### config.mk
export PLATFORM = sky130hd
export DESIGN_NAME = sipo_frame_rx
export DESIGN_NICKNAME = d
export VERILOG_FILES = /design/src/rtl/sipo_frame_rx.sv
export SDC_FILE = /design/constraint.sdc
export NUM_CORES = 1
export LEC_CHECK = 0
export CAP_MARGIN = 5
export CORE_MARGIN = 8
export CORE_UTILIZATION = 30
export DETAILED_ROUTE_END_ITERATION = 10
export PLACE_DENSITY = 0.54
export SYNTH_ARGS = -nofsm -noshare
export SYNTH_HDL_FRONTEND = slang
export SYNTH_SLANG_ARGS = --single-unit
### constraint.sdc
create_clock -name clk -period 2.4 [get_ports clk]
set_input_delay 0.48 -clock clk [delete_from_list [all_inputs] [get_ports clk]]
set_output_delay 0.48 -clock clk [all_outputs]
set_load 0.02 [all_outputs]
### src/rtl/sipo_frame_rx.sv
// Serial-to-parallel key-code receiver.
// Deframes start / DATA_W data bits (LSB first) / optional even parity / stop,
// presents the last good word and pulses load, parity_err or frame_err for
// exactly one cycle once the deciding bit has been sampled.
module sipo_frame_rx #(
    parameter int DATA_W    = 4,
    parameter int PARITY_EN = 1,
    parameter int TIMEOUT   = 16
) (
    input  logic              clk,
    input  logic              reset,
    input  logic              serial_in,
    input  logic              serial_valid,
    output logic [DATA_W-1:0] word_out,
    output logic              load,
    output logic              parity_err,
    output logic              frame_err,
    output logic              busy
);

    localparam int CNT_W = (DATA_W > 1) ? $clog2(DATA_W) : 1;
    localparam int TO_W  = (TIMEOUT > 0) ? $clog2(TIMEOUT + 1) : 1;

    localparam logic [CNT_W-1:0] LAST_BIT = CNT_W'(DATA_W - 1);
    localparam logic [TO_W-1:0]  TO_LAST  = (TIMEOUT > 0) ? TO_W'(TIMEOUT - 1) : '0;

    typedef enum logic [1:0] {
        IDLE   = 2'd0,
        DATA   = 2'd1,
        PARITY = 2'd2,
        STOP   = 2'd3
    } state_t;

    state_t              state_q, state_d;
    logic [CNT_W-1:0]    bit_cnt_q, bit_cnt_d;
    logic [TO_W-1:0]     to_cnt_q, to_cnt_d;
    logic [DATA_W-1:0]   shift_q, shift_d;
    logic                par_ok_q, par_ok_d;
    logic [DATA_W-1:0]   word_q, word_d;
    logic                load_q, load_d;
    logic                perr_q, perr_d;
    logic                ferr_q, ferr_d;
    logic                busy_q, busy_d;
    logic                timed_out;

    // Next-state, datapath and registered-output decode for the deframer.
    always_comb begin
        state_d   = state_q;
        bit_cnt_d = bit_cnt_q;
        to_cnt_d  = to_cnt_q;
        shift_d   = shift_q;
        par_ok_d  = par_ok_q;
        word_d    = word_q;
        load_d    = 1'b0;
        perr_d    = 1'b0;
        ferr_d    = 1'b0;

        // Abort a stalled frame on the edge that would reach TIMEOUT idle cycles.
        timed_out = (TIMEOUT > 0) && (state_q != IDLE) && !serial_valid
                    && (to_cnt_q == TO_LAST);

        // Stall counter only runs mid-frame and restarts on every valid bit.
        if ((TIMEOUT == 0) || (state_q == IDLE) || serial_valid) begin
            to_cnt_d = '0;
        end else begin
            to_cnt_d = to_cnt_q + TO_W'(1);
        end

        if (timed_out) begin
            ferr_d    = 1'b1;
            state_d   = IDLE;
            to_cnt_d  = '0;
            bit_cnt_d = '0;
        end else if (serial_valid) begin
            case (state_q)
                IDLE: begin
                    if (!serial_in) begin
                        state_d   = DATA;
                        bit_cnt_d = '0;
                        shift_d   = '0;
                    end
                end
                DATA: begin
                    shift_d[bit_cnt_q] = serial_in;
                    if (bit_cnt_q == LAST_BIT) begin
                        bit_cnt_d = '0;
                        // Without a parity bit the frame is treated as parity-clean.
                        par_ok_d  = 1'b1;
                        state_d   = (PARITY_EN != 0) ? PARITY : STOP;
                    end else begin
                        bit_cnt_d = bit_cnt_q + CNT_W'(1);
                    end
                end
                PARITY: begin
                    par_ok_d = (serial_in == ^shift_q);
                    state_d  = STOP;
                end
                STOP: begin
                    // A bad stop bit wins over a parity mismatch.
                    state_d = IDLE;
                    if (!serial_in) begin
                        ferr_d = 1'b1;
                    end else if (!par_ok_q) begin
                        perr_d = 1'b1;
                    end else begin
                        word_d = shift_q;
                        load_d = 1'b1;
                    end
                end
                default: state_d = IDLE;
            endcase
        end

        busy_d = (state_d != IDLE);
    end

    // State and output registers; reset drops any partial frame silently.
    always_ff @(posedge clk or negedge reset) begin
        if (!reset) begin
            state_q   <= IDLE;
            bit_cnt_q <= '0;
            to_cnt_q  <= '0;
            shift_q   <= '0;
            par_ok_q  <= 1'b0;
            word_q    <= '0;
            load_q    <= 1'b0;
            perr_q    <= 1'b0;
            ferr_q    <= 1'b0;
            busy_q    <= 1'b0;
        end else begin
            state_q   <= state_d;
            bit_cnt_q <= bit_cnt_d;
            to_cnt_q  <= to_cnt_d;
            shift_q   <= shift_d;
            par_ok_q  <= par_ok_d;
            word_q    <= word_d;
            load_q    <= load_d;
            perr_q    <= perr_d;
            ferr_q    <= ferr_d;
            busy_q    <= busy_d;
        end
    end

    assign word_out   = word_q;
    assign load       = load_q;
    assign parity_err = perr_q;
    assign frame_err  = ferr_q;
    assign busy       = busy_q;

endmodule

-- After elaboration in Yosys (flattened, before gate mapping)
Index checks and enable logic that the tools add are counted.
Widths: inputs -> output; s select.
- eq/ne operators: 9
- muxes and demuxes: 33
- add/sub/neg operators: 2
- reductions and logical operators: 17
- bitwise gates (word level): 1
- order comparisons: 2
- operators by type and width (kind ; number):
    $mux 1 ; 16
    $mux 2 ; 8
    $mux 5 ; 2
    $reduce_bool 2->1 ; 5
    $pmux 2 s4 ; 1
    $pmux 4 s2 ; 1
    $reduce_and 4->1 ; 2
    $eq 2x2->1 const B ; 3
    $add 5x1->5 const B ; 1
    $eq 5x4->1 const B ; 1
    $reduce_and 5->1 ; 1
    $bwmux 4 ; 1
    $mux 4 ; 1
    $ne 2x2->1 const B ; 2
    $pmux 2 s2 ; 1
    $reduce_xor 4->1 ; 1
    $logic_and 1x1->1 ; 3
    $lt 2x3->1 const B ; 1
    $ne 3x3->1 const B ; 1
    $reduce_and 3->1 ; 1
    $reduce_bool 3->1 ; 1
    $add 2x1->2 const B ; 1
    $demux 1 s2 ; 1
    $eq 2x1->1 const B ; 1
    other kinds (7) ; 7
- input bits: 4
- output and inout bits: 8
- logic and storage cells: 74
- register bits: 22

-- Longest topological paths before layout
- depth in word-level cells: 6
- depth in mapped cells: 6
- depth with buffers taken out: 6

-- Worst setup path after synthesis
No wires, ideal clock.
- path type: register to register
- from: register to_cnt_q[0]
- to: register ferr_q (netlist: frame_err)
- period minus slack after synthesis: 1.521 ns
- library setup time: 0.121 ns
- slack: 0.879 ns
- path buffers: 0
- required time: 2.279 ns
- cell stages (with the launch flop): 7
- data arrival time: 1.400 ns
- path through: dfrtp_1 ha_1 and3_1 ha_1 nor2b_1 o21bai_1 a22o_1
- longest elaborated chain between the ends: 3
- ends and longest elaborated chain (item ; RTL line ; text):
    start, declared ; 36 ; logic [TO_W-1:0] to_cnt_q, to_cnt_d;
    start signal, assigned ; 133 ; to_cnt_q <= to_cnt_d;
    $eq 5x4->1 ; 60 ; && (to_cnt_q == TO_LAST);
    $logic_and 1x1->1 ; 60 ;
    $mux 1 ; 69 ; if (timed_out) begin
    named net ferr_d ; 42 ; logic ferr_q, ferr_d;
    end signal, assigned ; 139 ; ferr_q <= ferr_d;
    end, declared ; 42 ;
The timed path passes the listed nets, and every way through them passes these cells.
A chain may end at the register's enable or synchronous reset.

-- Worst setup path after layout
- from: input serial_in
- to: register par_ok_q
- longest elaborated chain between the ends: 2
- ends and longest elaborated chain (item ; RTL line ; text):
    start, declared ; 12 ; input logic serial_in,
    $eq 1x1->1 ; 95 ; par_ok_d = (serial_in == ^shift_q);
    $pmux 1 s2 ; 75 ; case (state_q)
    end signal, assigned ; 135 ; par_ok_q <= par_ok_d;
    end, declared ; 38 ; logic par_ok_q, par_ok_d;
Every way passes these cells.

==> results.py <==
metrics = {
    "global_route": {
        "antenna_found_initial": 0,
        "overflow": 0,
        "met1_usage_pct": 7.44,
        "busiest_layer": "met2",
        "grt_start_max_net_pins": 23,
        "grtUsageMet3_pct": 2.33,
        "use_met2_pct": 12.0,
        "grt.total_usage_pct": 6.97,
        "grt_pass1_wl_um": 3450,
        "grt_pass1_vias": 745,
    },
    "finish": {
        "synthToLayoutAreaGrowth_pct": 20.9,
        "diodes": 0,
        "nets": 118,
        "fin_cells": 155,
        "nFillCells": 358,
        "drive_gt1_share_pct": 15.0,
        "final_area_um2": 1340,
        "post-route-util_pct": 37.2,
    },
    "synth": {
        "synthCells": 94,
        "syn-num-nets": 104,
        "avgSynthCellArea_um2": 11.8,
        "async_reset_ff_share_pct": 100,
        "synth_top_family_by_area": "compound AO/OA/AOI/OAI gates",
        "yosysSeqAreaShare_pct": 49.6,
        "ys_warn_count": 0,
        "muxShareOfSynthArea_pct": 10.4,
        "synth.distinct_cells": 31,
        "synthFlopType": "dfrtp_1",
        "synthSimpleGateAreaFrac_pct": 10.0,
        "netlist_area_um2": 1110,
        "synth-xor-area-share_pct": 5.19,
        "synthAdderAreaFrac_pct": 6.76,
        "synth_edf_count": 0,
        "synth_compound_area_share_pct": 12.7,
        "yosys_register_bits": 22,
    },
    "drt": {
        "viasPerCell": 4.74,
        "wire_per_inst_um": 12.4,
        "drc": 0,
        "drt_pass1_iterations": 4,
        "wl_um": 1920,
        "first_iter_violations": 22,
        "ant_nets": 0,
        "vias": 735,
    },
    "sta": {
        "tns_ns": 0,
        "max_slew_margin_pct": 64.2,
        "fin_crit_sh_pct": 74.8,
        "finalCriticalPeriod_ns": 1.79,
        "fin_ws_ns": 0.605,
        "finalSetupViolations": 0,
        "drv_slew": 0,
        "whs_ns": 0.464,
        "fmax_ghz": 0.557,
        "worstMarginPinSlew_ns": 0.531,
        "hold_viol": 0,
        "skew_ns": 0.00941,
        "rsz0062_at_grt": "no",
    },
    "worst_setup_path": {
        "reg2reg_to": "word_out[1]",
        "r2r_slack_ns": 0.72,
        "cp_cell_sequence": "clkdlybuf4s50_1 -> xnor3_1 -> xnor2_1 -> a221o_1",
        "slowest_stage": "clkdlybuf4s50_1",
        "required_ns": 2.56,
        "setup.worst_path.end_class": "register",
        "crit_type": "in2reg",
        "cp.arrival_ns": 1.95,
        "worst-path-buf-inv": 1,
        "worstRegToRegCells": 3,
        "r2r-start": "state_q[1]",
        "endpoint": "par_ok_q",
        "cp.depth": 4,
        "critPathMaxStageDelay_ns": 0.58,
        "crit_family": "XOR/XNOR gates",
        "crit_start": "serial_in",
        "start_kind": "input port",
        "path_max_fanout": 6,
    },
    "clock_network": {
        "cts_root_buf": "clkbuf_8",
        "cts_buffer_depth": 2,
        "ctsResizeCount": 0,
        "path_clk_slew_ns": 0.08,
        "cts_setup_buffers": 0,
        "clock_sinks": 22,
        "htreeDepth": 1,
        "clk_latency_ns": 0.27,
        "cts_tree": "built",
        "cts_hold_buf": 0,
        "numCtsBuffers": 3,
    },
    "die": {
        "chipHeight_um": 76.8,
        "die-area_um2": 5900,
        "ios": 12,
        "rows": 22,
        "start_util_pct": 30.8,
        "core-area_um2": 3610,
        "die_w_um": 76.8,
    },
    "run_status": {
        "status": "completed",
    },
    "worst_hold_path": {
        "hp-start": "to_cnt_q[0]",
        "hp-class": "reg2reg",
    },
    "placed_design": {
        "port_buffers": 11,
        "place.gp.congestion": 0.718,
        "placedCellCount": 151,
        "postPlaceCellArea_um2": 1270,
        "place_ws_ns": 0.307,
        "hpwl_um": 1420,
    },
    "pwr": {
        "p_int_mw": 0.995,
        "switching_power_mw": 0.463,
        "max-vdd-ir-drop_uv": 457,
        "power.static_leakage_nw": 0.634,
        "swShare_pct": 31.7,
        "p_seq_share_pct": 40.2,
        "p_clk_share_pct": 23.7,
        "comb_power_share_pct": 36.1,
        "p_total_mw": 1.46,
        "p_per_area_nw_per_um2": 1090,
    },
    "run": {
        "cap_viol_max_count": 0,
    },
}
[cell usage after synthesis, types with 2 or more instances]
cell type / n / share of area [%]
mux2_4: 4 / 5.4
nor2_1: 9 / 3.0
buf_2: 2 / 0.90
nand2_1: 3 / 1.0
a221o_1: 2 / 1.8
dfrtp_1: 22 / 50
xnor2_1: 3 / 2.4
a32o_1: 2 / 1.8
o21ai_0: 4 / 1.8
mux2_2: 4 / 4.1
a22o_1: 6 / 4.7
nor2b_1: 2 / 1.1
inv_1: 7 / 2.4
ha_1: 6 / 6.8
and3b_1: 2 / 1.6
[worst min path at each step]
stage | endpoint | cells after the start
6_report | to_cnt_q[0] | 1
5_1_grt | to_cnt_q[0] | 1
4_1_cts | to_cnt_q[0] | 1
3_5_place_dp | to_cnt_q[0] | 1
3_3_place_gp | to_cnt_q[0] | 1
2_1_floorplan | bit_cnt_q[0] | 0
[worst register-to-register path, stage by stage (launching register included)]
cell and delay (ns):
dfrtp_1 0.53, nand2_1 0.19, or3_1 0.51, mux2_4 0.34
[area by class of cell]
| class | count | area (um2) | share of cell area [%] |
|---|---|---|---|
| Clock buffer | 3 | 41.3 | 3.08 |
| Tap cell | 48 | 60.1 | 4.48 |
| Sequential cell | 22 | 551 | 41.0 |
| Inverter | 7 | 26.3 | 1.96 |
| Multi-Input combinational cell | 60 | 500 | 37.3 |
| Timing Repair Buffer | 14 | 133 | 9.89 |
| Clock inverter | 1 | 30.0 | 2.24 |
[state kept, by name (all words and copies together) (netlist names)]
name and flops:
frame_err 1, shift_q 4, to_cnt_q 5, parity_err 1, load 1, word_out 4, state_q 2, busy 1
par_ok_q 1, bit_cnt_q 2
[power groups by stage]
stage	Clock [mW]	Combinational [mW]	Sequential [mW]
5_1_grt	0.368	0.597	0.603
3_3_place_gp	0	0.524	0.589
2_1_floorplan	0	0.392	0.589
3_5_place_dp	0	0.532	0.598
6_report	0.346	0.527	0.585
4_1_cts	0.355	0.536	0.590
[routing by layer]
layer | share of wire [%] | routed length (um)
met4 | 2.0 | 38
met5 | 0 | 0
met3 | 5.5 | 105
met1 | 43 | 833
met2 | 49 | 943
[cell families (layout without fill, tap and decap cells)]
family	after synthesis	after routing
AOI/OAI and AO/OA	18	18
xor gates and xnor gates	5	5
adders and majority gates	6	6
buffers and inverters	12	25
DFF	22	22
muxes	9	9
and+or+nand+nor	22	22
[layout by cell type (no fill, tap or decap)]
| cell type | count |
|---|---|
| dfrtp_1 | 22 |
| clkdlybuf4s50_1 | 11 |
| nor2_1 | 9 |
| inv_1 | 7 |
| a22o_1 | 6 |
| ha_1 | 6 |
| o21ai_0 | 4 |
| mux2_2 | 4 |
| mux2_4 | 4 |
| xnor2_1 | 3 |
| nand2_1 | 3 |
| clkbuf_8 | 3 |
| buf_4 | 3 |
| and3b_1 | 2 |
| nor2b_1 | 2 |
| a221o_1 | 2 |
| a32o_1 | 2 |
| and3_1 | 1 |
| nor3b_1 | 1 |
| nand3_1 | 1 |
| xor2_1 | 1 |
| mux2i_1 | 1 |
| nand2b_1 | 1 |
| a31o_2 | 1 |
| a21oi_1 | 1 |
| o21bai_1 | 1 |
| nor3_1 | 1 |
| or3_1 | 1 |
| xnor3_1 | 1 |
| o21a_1 | 1 |
| bufinv_16 | 1 |
Note: power is estimated with default switching activity, not from simulation.
